$ cat src/rtl/fetch_pkg.sv
// Shared types and constants for the fetch stage: state encoding, default widths and reset PC.
package fetch_pkg;

    localparam int unsigned DefaultIw = 16;
    localparam int unsigned DefaultOw = 8;
    localparam int unsigned DefaultCw = 16;
    localparam int unsigned ResetPc   = 0;

    typedef enum logic [1:0] {
        StIdle,
        StRun,
        StHalted
    } fetch_state_e;

endpackage

$ cat src/rtl/inst_fetch_if.sv
// Control/decode <-> fetch-stage signal bundle; master drives requests, slave is the fetch stage.
interface inst_fetch_if
    import fetch_pkg::*;
#(
    parameter int unsigned IW = DefaultIw,
    parameter int unsigned OW = DefaultOw,
    parameter int unsigned CW = DefaultCw
);
    logic          Start;
    logic          Stall;
    logic          Halt;
    logic          BranchEn;
    logic          Taken;
    logic [OW-1:0] Offset;
    logic          JumpEn;
    logic [IW-1:0] Target;
    logic [IW-1:0] InstAddress;
    logic          Running;
    logic          Done;
    logic [CW-1:0] CycleCount;

    modport master (
        output Start, Stall, Halt, BranchEn, Taken, Offset, JumpEn, Target,
        input  InstAddress, Running, Done, CycleCount
    );

    modport slave (
        input  Start, Stall, Halt, BranchEn, Taken, Offset, JumpEn, Target,
        output InstAddress, Running, Done, CycleCount
    );

endinterface

$ cat src/rtl/sat_counter.sv
// Saturating up-counter with synchronous clear (clear wins over enable).
module sat_counter #(
    parameter int unsigned W = 16
) (
    input  logic         clk,
    input  logic         rst_n,
    input  logic         clear,
    input  logic         enable,
    output logic [W-1:0] count
);

    logic [W-1:0] count_q, count_d;

    always_comb begin
        count_d = count_q;
        if (clear) begin
            count_d = '0;
        end else if (enable && (count_q != {W{1'b1}})) begin
            count_d = count_q + W'(1);
        end
    end

    always_ff @(posedge clk or negedge rst_n) begin
        if (!rst_n) begin
            count_q <= '0;
        end else begin
            count_q <= count_d;
        end
    end

    assign count = count_q;

endmodule

$ cat src/rtl/inst_fetch.sv
// PC and fetch sequencing: IDLE/RUN/HALTED control with jump, relative branch, increment and stall.
module inst_fetch
    import fetch_pkg::*;
#(
    parameter int unsigned IW = DefaultIw,
    parameter int unsigned OW = DefaultOw,
    parameter int unsigned CW = DefaultCw
) (
    input  logic     CLK,
    input  logic     Reset_n,
    inst_fetch_if.slave bus
);

    fetch_state_e  state_q, state_d;
    logic [IW-1:0] pc_q, pc_d;
    logic [IW-1:0] offset_ext;
    logic          cnt_clear;
    logic          cnt_en;

    assign offset_ext = {{(IW-OW){bus.Offset[OW-1]}}, bus.Offset};

    always_comb begin
        state_d   = state_q;
        pc_d      = pc_q;
        cnt_clear = 1'b0;
        cnt_en    = 1'b0;
        unique case (state_q)
            StIdle, StHalted: begin
                if (bus.Start) begin
                    state_d   = StRun;
                    pc_d      = IW'(ResetPc);
                    cnt_clear = 1'b1;
                end
            end
            StRun: begin
                // Stalled cycles still count as time spent running.
                cnt_en = 1'b1;
                if (!bus.Stall) begin
                    if (bus.Halt) begin
                        state_d = StHalted;
                    end else if (bus.JumpEn) begin
                        pc_d = bus.Target;
                    end else if (bus.BranchEn && bus.Taken) begin
                        pc_d = pc_q + offset_ext;
                    end else begin
                        pc_d = pc_q + IW'(1);
                    end
                end
            end
            default: state_d = StIdle;
        endcase
    end

    always_ff @(posedge CLK or negedge Reset_n) begin
        if (!Reset_n) begin
            state_q <= StIdle;
            pc_q    <= IW'(ResetPc);
        end else begin
            state_q <= state_d;
            pc_q    <= pc_d;
        end
    end

    sat_counter #(
        .W (CW)
    ) u_cycle_counter (
        .clk    (CLK),
        .rst_n  (Reset_n),
        .clear  (cnt_clear),
        .enable (cnt_en),
        .count  (bus.CycleCount)
    );

    assign bus.InstAddress = pc_q;
    assign bus.Running     = (state_q == StRun);
    assign bus.Done        = (state_q == StHalted);

endmodule

$ cat src/flat_wrapper.sv
// flat-port wrapper written by rule: the top's interface ports become plain ports
module inst_fetch_flat import fetch_pkg::*;
#(
    parameter int unsigned IW = DefaultIw,
    parameter int unsigned OW = DefaultOw,
    parameter int unsigned CW = DefaultCw
)
  (CLK, Reset_n, bus_Start, bus_Stall, bus_Halt, bus_BranchEn, bus_Taken, bus_Offset, bus_JumpEn, bus_Target, bus_InstAddress, bus_Running, bus_Done, bus_CycleCount);
  inst_fetch_if #(.IW(IW), .OW(OW), .CW(CW)) bus_i ();
  input  logic CLK;
  input  logic Reset_n;
  input wire logic [$bits(bus_i.Start)-1:0] bus_Start;
  input wire logic [$bits(bus_i.Stall)-1:0] bus_Stall;
  input wire logic [$bits(bus_i.Halt)-1:0] bus_Halt;
  input wire logic [$bits(bus_i.BranchEn)-1:0] bus_BranchEn;
  input wire logic [$bits(bus_i.Taken)-1:0] bus_Taken;
  input wire logic [$bits(bus_i.Offset)-1:0] bus_Offset;
  input wire logic [$bits(bus_i.JumpEn)-1:0] bus_JumpEn;
  input wire logic [$bits(bus_i.Target)-1:0] bus_Target;
  output wire logic [$bits(bus_i.InstAddress)-1:0] bus_InstAddress;
  output wire logic [$bits(bus_i.Running)-1:0] bus_Running;
  output wire logic [$bits(bus_i.Done)-1:0] bus_Done;
  output wire logic [$bits(bus_i.CycleCount)-1:0] bus_CycleCount;
  assign bus_i.Start = bus_Start;
  assign bus_i.Stall = bus_Stall;
  assign bus_i.Halt = bus_Halt;
  assign bus_i.BranchEn = bus_BranchEn;
  assign bus_i.Taken = bus_Taken;
  assign bus_i.Offset = bus_Offset;
  assign bus_i.JumpEn = bus_JumpEn;
  assign bus_i.Target = bus_Target;
  assign bus_InstAddress = bus_i.InstAddress;
  assign bus_Running = bus_i.Running;
  assign bus_Done = bus_i.Done;
  assign bus_CycleCount = bus_i.CycleCount;
  inst_fetch #(.IW(IW), .OW(OW), .CW(CW)) u_core (.CLK(CLK), .Reset_n(Reset_n), .bus(bus_i));
endmodule
$ cat config.mk
export PLATFORM = sky130hd
export DESIGN_NAME = inst_fetch_flat
export DESIGN_NICKNAME = d
export VERILOG_FILES = /design/src/rtl/fetch_pkg.sv /design/src/rtl/inst_fetch_if.sv /design/src/rtl/sat_counter.sv /design/src/rtl/inst_fetch.sv /design/src/flat_wrapper.sv
export SDC_FILE = /design/constraint.sdc
export NUM_CORES = 1
export LEC_CHECK = 0
export ABC_AREA = 1
export BUFFER_PORTS_ARGS = -buffer_cell sky130_fd_sc_hd__buf_2
export CELL_PAD_IN_SITES_DETAIL_PLACEMENT = 1
export CELL_PAD_IN_SITES_GLOBAL_PLACEMENT = 2
export CORE_ASPECT_RATIO = 1.1
export CORE_MARGIN = 2
export CORE_UTILIZATION = 29
export DETAILED_ROUTE_END_ITERATION = 8
export GPL_ROUTABILITY_DRIVEN = 0
export PLACE_DENSITY = 0.9
export SYNTH_ARGS = -nofsm -noshare
export SYNTH_HDL_FRONTEND = slang
export SYNTH_SLANG_ARGS = --single-unit
export TNS_END_PERCENT = 100
$ cat constraint.sdc
create_clock -name CLK -period 2.6 [get_ports CLK]
set_input_delay 0.52 -clock CLK [delete_from_list [all_inputs] [get_ports CLK]]
set_output_delay 0.52 -clock CLK [all_outputs]
set_load 0.005 [all_outputs]
# Yosys cells after proc, flatten, opt, wreduce, memory -nomap -nowiden
# Cells that the tools add are included.
# word_totals
ff_bits	34
wordCells	36
out_inout_bits	34
# op_classes
add_sub_neg	3
mux	15
n_eq_ne	7
n_reduce_logical	8
# op_table
op	count
16-bit 2-to-1 mux	7
16-bit by 1-bit adder with 16-bit output (second input constant)	2
16-bit one-hot mux with 2 select lines	1
16-bit adder	1
16-bit != test (second input constant)	1
2-bit != test (second input constant)	4
2-bit 2-to-1 mux	3
2-bit one-hot mux with 2 select lines	1
4-bit AND reduction	1
2-bit nonzero test	2
1-bit 2-to-1 mux	3
3-bit AND reduction	1
2-bit by 1-bit equality test with 1-bit output (second input constant)	1
2-bit equality test (second input constant)	1
1-bit logical AND	2
2-bit zero test	1
2-bit OR reduction	1

# Depth between registers and ports, before layout
# Gate-level depths: netlist (run 1).
# logic_depth
depth_word	6
depth_mapped	16

# Modules after synthesis
# Synthesis (run 1) repeated with hierarchy kept, for this count alone.
# unflattened
hier_cells	433
area_unflattened_um2	2824.0
# modules_own_cells
module	instances	area_per_inst_um2	cells_each	seq_area_each_um2
inst_fetch	1	1786.7	289	450.4
sat_counter	1	1037.2	144	400.4

# Worst setup path after synthesis (run 1)
# No wires, ideal clock.
# synth_timing
path_kind	input port to flip-flop
startpoint	input bus_BranchEn
endpoint	register u_core.pc_q[8], in the netlist u_core.bus.InstAddress[8]
required_time_ns	2.471
path_stages	13
t_arrival_ns	2.244
setup_time_ns	0.129
slack_ns	0.227
n_path_buf	0
cell_sequence	nand2_4 -> or2_2 -> ha_1 -> fa_1 -> nand3_1 -> nand2_1 -> nand2_1 -> nand2_1 -> nand3_1 -> nand2_1 -> xor2_1 -> o21ai_0 -> o21ai_0
# synth_via
elab_chain_len	6
# synth_rtl
item	line	source
from (decl)	flat_wrapper.sv:15	input wire logic [$bits(bus_i.BranchEn)-1:0] bus_BranchEn;
1-bit logical AND	inst_fetch.sv:43	end else if (bus.BranchEn && bus.Taken) begin
16-bit 2-to-1 mux	inst_fetch.sv:43	
16-bit 2-to-1 mux	inst_fetch.sv:41	end else if (bus.JumpEn) begin
16-bit 2-to-1 mux	inst_fetch.sv:39	if (bus.Halt) begin
16-bit 2-to-1 mux	inst_fetch.sv:38	if (!bus.Stall) begin
16-bit one-hot mux with 2 select lines	inst_fetch.sv:27	unique case (state_q)
to (signal assigned)	inst_fetch.sv:57	pc_q <= IW'(ResetPc);
to (signal assigned)	inst_fetch.sv:60	pc_q <= pc_d;
to (decl)	inst_fetch.sv:15	logic [IW-1:0] pc_q, pc_d;
# Every way passes these cells. The select of a mux whose other input is x is not followed.
# A chain may end at the register's enable or synchronous reset.

# Worst setup path in the final report (run 1)
# layout_timing
startpoint	input bus_BranchEn
endpoint	register u_core.pc_q[14], in the netlist u_core.bus.InstAddress[14]
# Same word-level chain as after synthesis.

==> results of run 1 <==
[logic make-up after synthesis]
| kind of cell | synth area share, % |
|---|---|
| XOR/XNOR | 4.53 |
| AO/OA/AOI/OAI | 11.8 |
| flip-flops | 31.4 |
| buffers and inverters | 8.59 |
| multiplexers | 0.739 |
| adder cells (fa/ha/maj) | 4.43 |
| AND/OR/NAND/NOR | 38.5 |
[worst max-delay path: cells and delay by family]
family                   cells  cell delay [ps]
adder cells (fa/ha/maj)      2              620
buffers and inverters        2              250
AND/OR/NAND/NOR             12             1080
[final cells by class]
class	count	area, um2	area share (%)
Multi-Input combinational cell	305	1630	49.9
Sequential cell	34	851	26.1
Clock buffer	7	76.3	2.34
Timing Repair Buffer	72	378	11.6
Tap cell	117	146	4.49
Inverter	48	180	5.53
[stage by stage]
stage / hold WS [ps] / cell area [um2] / total power, mW
after CTS: 358 / 3260 / 2.48
after floorplan: 224 / 2710 / 1.64
after global routing: 381 / 3260 / 2.67
final: 324 / 3260 / 2.44
after detailed placement: 511 / 3180 / 2.08
after global placement: 491 / 3180 / 2.04
[worst min-delay path by stage]
stage | cells after the start | startpoint | endpoint | slack, ps
after floorplan | 0 | Reset_n | u_core.bus.InstAddress[0] | 220
after global placement | 1 | u_core.state_q[0] | u_core.state_q[1] | 490
after detailed placement | 2 | u_core.bus.InstAddress[4] | u_core.bus.InstAddress[4] | 510
after CTS | 1 | Reset_n | u_core.u_cycle_counter.count[9] | 360
after global routing | 1 | Reset_n | u_core.u_cycle_counter.count[11] | 380
final | 1 | Reset_n | u_core.u_cycle_counter.count[11] | 320
[cells in the mapped netlist (2+ instances only)]
cell type / instances / area (um2)
a41o_1: 3 / 30.0
nand3b_1: 2 / 15.0
o21ai_0: 16 / 80.1
nand3_2: 2 / 20.0
mux2i_1: 2 / 20.0
nand4_1: 10 / 62.6
nor2_1: 56 / 210
nand2_1: 105 / 394
nand2_4: 2 / 22.5
xor2_1: 13 / 114
inv_1: 41 / 154
buf_6: 3 / 33.8
nor4_1: 3 / 18.8
clkinv_1: 2 / 7.51
nor2_8: 2 / 40.0
clkbuf_1: 5 / 18.8
inv_2: 5 / 18.8
dfrtp_1: 34 / 851
nand2_2: 5 / 31.3
o21ai_1: 10 / 50.1
ha_1: 8 / 100
nor2_2: 4 / 25.0
a21oi_1: 10 / 50.1
o31ai_1: 5 / 37.5
nand3_1: 31 / 155
nor3_1: 5 / 25.0
[state kept, by name, indices dropped and copies added, names as in the netlist]
name and cells:
u_core.u_cycle_counter.count 16, u_core.state_q 2, u_core.bus.InstAddress 16
[layer usage]
layer / global-route usage [%] / vias to the layer above / wire length, um
li1: - / 1429 / -
met1: 22.2 / 1386 / 3690
met2: 32.1 / 49 / 4330
met3: 3.00 / 6 / 323
met4: 3.98 / 0 / 79
met5: 0 / - / 0
[power breakdown]
group          internal [mW]  switching [mW]  leakage [nW]  total (mW)
logic                  0.426           0.793          1.25        1.22
registers              0.665           0.163         0.453       0.828
clock network          0.185           0.208        0.0383       0.393
total                   1.28            1.16          1.74        2.44
==> impl_results.md, run 1 <==
- Hold_buf cts: 0
- Clock Tree Buf Depth: 2
- Port Buffer Count: 65
- Via count: ~2900
- Layout fillers: about 1200
- Worst hold path class: in2async
- Slowest-stage cell, CP: fa_1
- Worst Setup SP: bus_BranchEn
- Final Non-Filler Cells: 583
- CTS Buf Count: 5
- Final worst path period share: around 88%
- Worst R2R Path Depth: 11
- CTS tree: done
- Peak VDD IR: about 0.32 mV
- Routed Antenna Nets: 0
- FMAX: 0.439 GHz
- P_leak: approximately 1.7 nW
- Most used cell, CP: nand2_1
- Clock sinks: 34
- Crit path DAT: 2480 ps
- Area grow syn2layout: 20.2%
- Mapped Cells: 395
- Slew margin rel.: 43.7%
- DR DRC count: 0
- Final WS setup: around 320 ps
- Initial Utilization: between 20 and 30%
- Reg clk slew, reported paths: around 80 ps
- Die Span X: 96.2 um
- Worst Skew: around 18 ps
- Sequential fraction of the synthesis area: between 30% and 40%
- Setup_tns: 0 ps
- Worst Path Required: around 2800 ps
- Total setup buffers inserted after CTS: 0
- Power per Cell Area: approximately 750 nW/um2
- Worst setup path end: u_core.bus.InstAddress[14]
- Post-synthesis register bit count: 34
- Wire length per cell: approximately 14 um
- Worst Path Max Fanout: 2
- Chip height: 105 um
- First-pass GRT wire length: approximately 15000 um
- WL final: 8430 um
- Post-Syn Area per Cell: about 6.9 um2
- Max incr delay on CP: 410 ps
- Total GRT Usage: between 10% and 20%
- Post-synthesis cell type count: 37
- Total of max-cap violations: 0
- Tmin final: about 2300 ps
- Share of cells above drive strength 1: a little over a fifth
- Core Box Area: roughly 9200 um2
- Fin. max-slew vios: 0
- Main synth FF type: dfrtp_1
- Reg2reg end: u_core.u_cycle_counter.count[3]
- DRT iter0 DRCs: 77
- Initial antenna violation count: 0
- Crit end category: register
- N_diodes: 0
- RSZ-0062 raised after global routing: no
- Max H-tree Level: 2
- Drt via density: slightly below 5
- First-pass DRT Iterations: 4
- Dpl cells: about 580
- NumNets Final: between 500 and 600
- Critical path, cell by cell: buf_2 -> nand2_4 -> or2_2 -> ha_1 -> fa_1 -> nand3_1 -> nand2_1 -> nand2_1 -> nand2_1 -> buf_4 -> nand3_1 -> nand3_1 -> nand2_1 -> nand3_1 -> nand2_1 -> nand2_1
- GRT overflow: 0
- Async S/R FF share, synth: 100%
- Pin count of the biggest net entering global routing: 35
- Most common cell after layout, fill and taps aside: nand2_1
- Number of global-route vias before repair: a little over 3000
- Post_cts resized: 0
- R2r startpoint: u_core.u_cycle_counter.count[0]
- Util after Layout: approximately 35%
- Skew-Pair Late Insertion Delay: about 300 ps
- Synthesis Warnings: 0
- Die area: around 10000 um2
- Setup crit start kind: primary input
- Final hold violations: 0
- Net Count, Synth: around 440
- Io pins: 66
- Syn Std Cell Area: between 2000 and 3000 um2
- DP HPWL: about 6600 um
- DP Worst Slack: -0.595 ps
- Worst slew pin tran: 844 ps
- Status: completed
- CTS Root Cell: clkbuf_8
- Std-Cell Rows: 37
- Reg-to-reg slack, setup: around 530 ps
- Post-synth EDFFs: 0
- Worst setup path class: in2reg
- Most frequent cells in the layout: 105 x nand2_1, 65 x buf_2, 56 x nor2_1, 41 x inv_1, 34 x dfrtp_1
- Final setup fails: 0
No activity file was read; power rests on OpenSTA's default activity.
==> run 2: changes to the inputs <==
--- a/config.mk
+++ b/config.mk
@@ -5,16 +5,15 @@
 export SDC_FILE = /design/constraint.sdc
 export NUM_CORES = 1
 export LEC_CHECK = 0
-export ABC_AREA = 1
 export BUFFER_PORTS_ARGS = -buffer_cell sky130_fd_sc_hd__buf_2
 export CELL_PAD_IN_SITES_DETAIL_PLACEMENT = 1
 export CELL_PAD_IN_SITES_GLOBAL_PLACEMENT = 2
 export CORE_ASPECT_RATIO = 1.1
 export CORE_MARGIN = 2
-export CORE_UTILIZATION = 29
+export CORE_UTILIZATION = 30
 export DETAILED_ROUTE_END_ITERATION = 8
 export GPL_ROUTABILITY_DRIVEN = 0
-export PLACE_DENSITY = 0.9
+export PLACE_DENSITY = 0.89
 export SYNTH_ARGS = -nofsm -noshare
 export SYNTH_HDL_FRONTEND = slang
 export SYNTH_SLANG_ARGS = --single-unit
==> impl_results.md, run 2 <==
- Worst hold slack: 315 ps (was 324 ps)
- Fin. max-slew vios: 0 (unchanged)
- Synth top area share: 35.7% (was 31.4%)
- Footprint of the multi-input gates: 1480 um2 (was 1630 um2)
- Mapped Cells: 278 (was 395)
- Hold_buf cts: 0 (unchanged)
- Power Total: 2.23 mW (was 2.44 mW)
- Crit path DAT: 2660 ps (was 2480 ps)
- Wire length per cell: 16.3 um (was 14.5 um)
- Worst Path Required: 2820 ps (was 2800 ps)
- Post_cts resized: 0 (unchanged)
- Adder-cell area share of the yosys netlist: 5.04% (was 4.43%)
- Top delay family on crit path: simple AND/OR/NAND/NOR gates (unchanged)
- Number of global-route vias before repair: 2677 (was 3104)
- Tmin final: 2450 ps (was 2280 ps)
- Chip height: 97.5 um (was 105 um)
- Slowest-stage cell, CP: or4b_1 (was fa_1)
- Std-Cell Rows: 34 (was 37)
- DR DRC count: 0 (unchanged)
- Slew margin rel.: 23.8% (was 43.7%)
- Port Buffer Count: 65 (unchanged)
- Main synth FF type: dfrtp_1 (unchanged)
- Status: completed (unchanged)
- Cell type with the largest total area after synthesis: dfrtp_1 (unchanged)
- Skew-Pair Late Insertion Delay: 290 ps (was 300 ps)
- WL final: 7680 um (was 8430 um)
- Most frequent cell after synthesis: nor2_1 (was nand2_1)
- Post-synthesis cell type count: 51 (was 37)
- Routed Antenna Nets: 0 (unchanged)
- Die Span X: 89.0 um (was 96.2 um)
- Post-Syn Area per Cell: 8.58 um2 (was 6.86 um2)
- Drt via density: 5.25 (was 4.92)
- Clock sinks: 34 (unchanged)
- First-pass DRT Iterations: 6 (was 4)
- Synthesis Warnings: 0 (unchanged)
- Via count: 2479 (was 2870)
- DP HPWL: 5950 um (was 6590 um)
- CTS Buf Count: 5 (unchanged)
- CTS Root Cell: clkbuf_8 (unchanged)
- Post-synth EDFFs: 0 (unchanged)
- Worst setup path class: in2reg (unchanged)
- Crit end category: register (unchanged)
- N_diodes: 0 (unchanged)
- Synth Area in Compound Gates: 19.3% (was 11.8%)
- Design area: 3100 um2 (was 3260 um2)
- RSZ-0062 raised after global routing: no (unchanged)
- First-pass GRT wire length: 12600 um (was 14600 um)
- Final setup fails: 0 (unchanged)
- NumNets Final: 404 (was 507)
- Share of cells above drive strength 1: 31.3% (was 21.7%)
- Total of max-cap violations: 0 (unchanged)
- Critical path, cell by cell: buf_2 -> and3_2 -> ha_1 -> a211oi_1 -> or2_2 -> a2111oi_4 -> or4b_1 -> a211o_1 -> o211ai_2 (was buf_2 -> nand2_4 -> or2_2 -> ha_1 -> fa_1 -> nand3_1 -> nand2_1 -> nand2_1 -> nand2_1 -> buf_4 -> nand3_1 -> nand3_1 -> nand2_1 -> nand3_1 -> nand2_1 -> nand2_1)
- Io pins: 66 (unchanged)
- Net Count, Synth: 319 (was 436)
- Final hold violations: 0 (unchanged)
- Reg clk slew, reported paths: 80 ps (about the same)
- Initial Utilization: 30.5% (was 29.4%)
- Post-Synth Simple-Gate Area: 25.6% (was 38.5%)
- Total GRT Usage: 18.4% (was 18.0%)
- Syn Std Cell Area: 2380 um2 (was 2710 um2)
- Area grow syn2layout: 30.0% (was 20.2%)
- Worst Skew: 12.2 ps (was 17.8 ps)
- Total setup buffers inserted after CTS: 0 (unchanged)
- Most instantiated cells after synthesis: 35 x nor2_1, 34 x dfrtp_1, 25 x nand2_1 (was 105 x nand2_1, 56 x nor2_1, 41 x inv_1)
- Core Box Area: 7830 um2 (was 9210 um2)
- Peak VDD IR: 0.347 mV (was 0.322 mV)
- Layout fillers: 983 (was 1213)
- Setup_tns: 0 ps (unchanged)
- Max incr delay on CP: 560 ps (was 410 ps)
- Initial antenna violation count: 0 (unchanged)
- Synth top area cells: dfrtp_1 36%, nor2_1 5.5%, xor2_1 5.1%, ha_1 4.2%, nand3_1 4.0% (was dfrtp_1 31%, nand2_1 15%, nor2_1 7.8%, nand3_1 5.7%, inv_1 5.7%)
- DRT iter0 DRCs: 61 (was 77)
- FMAX: 0.409 GHz (was 0.439 GHz)
- Mux contribution to synthesized area: 5.35% (was 0.739%)
- Sequential fraction of the synthesis area: 35.7% (was 31.4%)
- Largest family of logic cells by synthesized area: simple AND/OR/NAND/NOR gates (unchanged)
- Pin count of the biggest net entering global routing: 35 (unchanged)
- Crit path buffers/inverters: 1 (was 2)
- Dpl cell area: 2990 um2 (was 3180 um2)
- GRT overflow: 0 (unchanged)
- P_leak: 1.51 nW (was 1.74 nW)
- Power per Cell Area: 718 nW/um2 (was 749 nW/um2)
- Worst Path Max Fanout: 5 (was 2)
- Worst hold path class: in2async (unchanged)
- Post-synthesis register bit count: 34 (unchanged)
- Final worst path period share: 94.1% (was 87.7%)
- Clock Tree Buf Depth: 2 (unchanged)
- Die area: 8680 um2 (was 10100 um2)
- Max H-tree Level: 2 (unchanged)
- CTS tree: done (unchanged)
- Most frequent cells in the layout: 65 x buf_2, 35 x nor2_1, 34 x dfrtp_1, 25 x nand2_1, 23 x buf_4 (was 105 x nand2_1, 65 x buf_2, 56 x nor2_1, 41 x inv_1, 34 x dfrtp_1)
- Flip-flop and latch area: 851 um2 (unchanged)
- Setup crit start kind: primary input (unchanged)
- Post-Synth XOR/XNOR Area: 5.88% (was 4.53%)
- Async S/R FF share, synth: 100% (unchanged)
- Worst slew pin tran: 1140 ps (was 844 ps)
- Most common cell after layout, fill and taps aside: buf_2 (was nand2_1)
-- run 2: changes by cell type after synthesis, moves of 7 or more --
cell / previous run / this run
mux2i_1: 2 / 9
o21ai_1: 10 / 0
nand3_1: 31 / 19
nand2_1: 105 / 25
nor2_1: 56 / 35
inv_1: 41 / 8
-- run 2: cell families (layout without fill, tap and decap cells) --
| kind of cell | after synthesis | count (layout) |
|---|---|---|
| XOR/XNOR | 16 | 16 |
| buffers and inverters | 18 | 104 |
| AO/OA/AOI/OAI | 66 | 66 |
| AND/OR/NAND/NOR | 123 | 123 |
| flip-flops | 34 | 34 |
| multiplexers | 12 | 12 |
| adder cells (fa/ha/maj) | 9 | 9 |
-- run 2: path summary, 6_finish.rpt --
path	to	cells past startpoint	slack, ps	from
worst min register to register	u_core.bus.InstAddress[6]	2	530	u_core.bus.InstAddress[6]
worst max register to register	u_core.bus.InstAddress[12]	8	240	u_core.bus.InstAddress[0]
max in group asynchronous	u_core.u_cycle_counter.count[15]	1	1750	Reset_n
worst min-delay path	u_core.bus.InstAddress[10]	1	310	Reset_n
min in group CLK	u_core.bus.InstAddress[15]	3	470	bus_Target[15]
worst max-delay path	u_core.bus.InstAddress[13]	9	150	bus_BranchEn
-- run 2: final cells by class --
type | count | area share, %
Timing Repair Buffer | 88 | 16.1
Sequential cell | 34 | 27.5
Inverter | 8 | 0.969
Clock inverter | 1 | 0.969
Tap cell | 108 | 4.36
Multi-Input combinational cell | 226 | 47.7
Clock buffer | 7 | 2.46
-- run 2: metal layers --
| metal | share of wire (%) | wire, um | vias up | GRT usage [%] |
|---|---|---|---|---|
| li1 | - | - | 1190 | - |
| met1 | 43 | 3280 | 1227 | 21.8 |
| met2 | 52 | 4010 | 50 | 33.4 |
| met3 | 3.1 | 236 | 12 | 2.38 |
| met4 | 2.1 | 165 | 0 | 6.08 |
| met5 | 0 | 0 | - | 0 |
-- run 2: power by group --
part / total [mW] / switching [mW] / internal, mW
Combinational: 0.937 / 0.524 / 0.413
Clock: 0.500 / 0.213 / 0.287
Sequential: 0.788 / 0.147 / 0.641
-- run 2: worst register-to-register path, cell delays in order (launching register included) --
cell      delay, ps
dfrtp_1         410
ha_2            210
fa_2            370
a211oi_2        240
o21ai_2         100
a21oi_2         200
mux2_4          320
a21o_1          160
a22o_1          230
-- run 2: metrics by stage --
stage	instances	util, %	setup slack, ps
after floorplan	278	-	10.6
after CTS	472	39.6	166
after global placement	464	38.2	-89.3
after global routing	472	39.6	64.7
after detailed placement	464	38.2	-136
final	472	39.6	154
==> run 3: changes to the inputs <==
--- a/config.mk
+++ b/config.mk
@@ -5,7 +5,7 @@
 export SDC_FILE = /design/constraint.sdc
 export NUM_CORES = 1
 export LEC_CHECK = 0
-export BUFFER_PORTS_ARGS = -buffer_cell sky130_fd_sc_hd__buf_2
+export BUFFER_PORTS_ARGS = -buffer_cell sky130_fd_sc_hd__clkbuf_2
 export CELL_PAD_IN_SITES_DETAIL_PLACEMENT = 1
 export CELL_PAD_IN_SITES_GLOBAL_PLACEMENT = 2
 export CORE_ASPECT_RATIO = 1.1
==> constraint.sdc (replaced) <==
create_clock -name CLK -period 2.6 [get_ports CLK]
set_input_delay 0.39 -clock CLK [delete_from_list [all_inputs] [get_ports CLK]]
set_output_delay 0.39 -clock CLK [all_outputs]
set_load 0.005 [all_outputs]
==> impl_results.md, run 3 (synthesis gave the netlist of run 2 again) <==
- Worst Skew: 8.06 ps (was 12.2 ps)
- Fin. max-slew vios: 0 (unchanged)
- DP Worst Slack: -87.3 ps (was -136 ps)
- CTS tree: done (unchanged)
- Post_cts resized: 0 (unchanged)
- Total setup buffers inserted after CTS: 0 (unchanged)
- DR DRC count: 0 (unchanged)
- Area grow syn2layout: 30.4% (was 30.0%)
- Tmin final: 2480 ps (was 2450 ps)
- Setup crit start kind: register (was primary input)
- Slowest-stage cell, CP: dfrtp_1 (was or4b_1)
- Clock sinks: 34 (unchanged)
- Power per Cell Area: 748 nW/um2 (was 718 nW/um2)
- DP HPWL: 5950 um (about the same)
- First-pass GRT wire length: 13000 um (was 12600 um)
- Worst slew pin tran: 1190 ps (was 1140 ps)
- NumNets Final: 402 (was 404)
- Max incr delay on CP: 410 ps (was 560 ps)
- RSZ-0062 raised after global routing: no (unchanged)
- Final setup fails: 0 (unchanged)
- Max H-tree Level: 2 (unchanged)
- FMAX: 0.403 GHz (was 0.409 GHz)
- WL final: 7800 um (was 7680 um)
- Std-Cell Rows: 34 (unchanged)
- Die Span X: 89.0 um (unchanged)
- Most common cell after layout, fill and taps aside: clkbuf_2 (was buf_2)
- Total of max-cap violations: 0 (unchanged)
- Util after Layout: 39.7% (was 39.6%)
- Reg clk slew, reported paths: 80 ps (about the same)
- Chip height: 97.5 um (unchanged)
- Reg-to-reg slack, setup: 120 ps (was 240 ps)
- Port Buffer Count: 65 (unchanged)
- R2r startpoint: u_core.bus.InstAddress[0] (unchanged)
- Worst setup path class: reg2reg (was in2reg)
- Reg2reg end: u_core.bus.InstAddress[12] (unchanged)
- Worst R2R Path Depth: 8 (unchanged)
- Design area: 3110 um2 (was 3100 um2)
- Worst hold slack: 227 ps (was 315 ps)
- Clock Tree Buf Depth: 2 (unchanged)
- Via count: 2460 (was 2479)
- Core Box Area: 7830 um2 (unchanged)
- GRT overflow: 0 (unchanged)
- Initial antenna violation count: 0 (unchanged)
- Io pins: 66 (unchanged)
- Status: completed (unchanged)
- Drt via density: 5.23 (was 5.25)
- Number of global-route vias before repair: 2599 (was 2677)
- Die area: 8680 um2 (unchanged)
- Final worst path period share: 95.4% (was 94.1%)
- Crit path DAT: 2660 ps (about the same)
- CTS Root Cell: clkbuf_8 (unchanged)
- Final hold violations: 0 (unchanged)
- CTS Buf Count: 5 (unchanged)
- Initial Utilization: 30.5% (unchanged)
- Share of cells above drive strength 1: 30.9% (was 31.3%)
- Slew margin rel.: 20.5% (was 23.8%)
- Worst hold path class: in2async (unchanged)
- Final WS setup: 119 ps (was 154 ps)
- P_leak: 1.50 nW (was 1.51 nW)
- Worst Path Required: 2780 ps (was 2820 ps)
- Hold_buf cts: 0 (unchanged)
- Wire length per cell: 16.6 um (was 16.3 um)
- Routed Antenna Nets: 0 (unchanged)
- N_diodes: 0 (unchanged)
- Pin count of the biggest net entering global routing: 35 (unchanged)
- Final Non-Filler Cells: 470 (was 472)
- DRT iter0 DRCs: 76 (was 61)
- First-pass DRT Iterations: 4 (was 6)
- Peak VDD IR: 0.309 mV (was 0.347 mV)
- Dpl cells: 462 (was 464)
- Most frequent cells in the layout: 65 x clkbuf_2, 35 x nor2_1, 34 x dfrtp_1, 25 x nand2_1, 21 x buf_4 (was 65 x buf_2, 35 x nor2_1, 34 x dfrtp_1, 25 x nand2_1, 23 x buf_4)
- Crit end category: register (unchanged)
- Critical path, cell by cell: ha_1 -> fa_2 -> a211oi_2 -> o21ai_1 -> a21oi_2 -> mux2_2 -> a21o_1 -> a22o_1 (was buf_2 -> and3_2 -> ha_1 -> a211oi_1 -> or2_2 -> a2111oi_4 -> or4b_1 -> a211o_1 -> o211ai_2)
- Skew-Pair Late Insertion Delay: 290 ps (about the same)
- Dpl cell area: 2970 um2 (was 2990 um2)
- Total GRT Usage: 18.9% (was 18.4%)
- Worst Path Max Fanout: 3 (was 5)
-- run 3: layout make-up --
class | count | area [um2]
timing repair buffer | 86 | 483
sequential | 34 | 851
clock inverter | 2 | 60.1
multi-input combinational | 226 | 1470
fill | 993 | 4720
clock buffer | 6 | 82.6
tap | 108 | 135
inverter | 8 | 30.0
-- run 3: stage by stage --
stage          total power, mW  TNS [ps]
3_3_place_gp              1.68     -19.0
6_report                  2.33         0
5_1_grt                   2.50         0
4_1_cts                   2.36         0
3_5_place_dp              1.72      -190
2_1_floorplan             1.31         0
-- run 3: per-layer routing --
metal  up-vias  part of all wire [%]  track usage [%]
met3         2                   2.7             1.87
li1       1188                     -                -
met1      1221                    43             23.8
met5         -                     0                0
met2        49                    53             34.2
met4         0                  0.50             3.79
-- run 3: report_power, final --
group          total (mW)  internal, mW  switching (mW)
Combinational       0.916         0.386           0.530
Sequential          0.786         0.642           0.145
Clock               0.625         0.409           0.216
-- run 3: worst max path at each step --
stage / depth (start not counted) / to / slack (ps) / startpoint
after global placement: 10 / u_core.bus.InstAddress[12] / -20 / bus_Offset[0]
after floorplan: 9 / u_core.bus.InstAddress[12] / 40 / bus_Offset[0]
after CTS: 8 / u_core.bus.InstAddress[12] / 120 / u_core.bus.InstAddress[0]
final: 8 / u_core.bus.InstAddress[12] / 120 / u_core.bus.InstAddress[0]
after global routing: 8 / u_core.bus.InstAddress[12] / 50 / u_core.bus.InstAddress[0]
after detailed placement: 10 / u_core.bus.InstAddress[12] / -90 / bus_Offset[0]
-- run 3: critical path: cells and delay by family, from the launching register on --
kind,cells,cell delay (ps)
compound gates,5,1010
fa+ha+maj,2,600
flops,1,410
mux,1,370
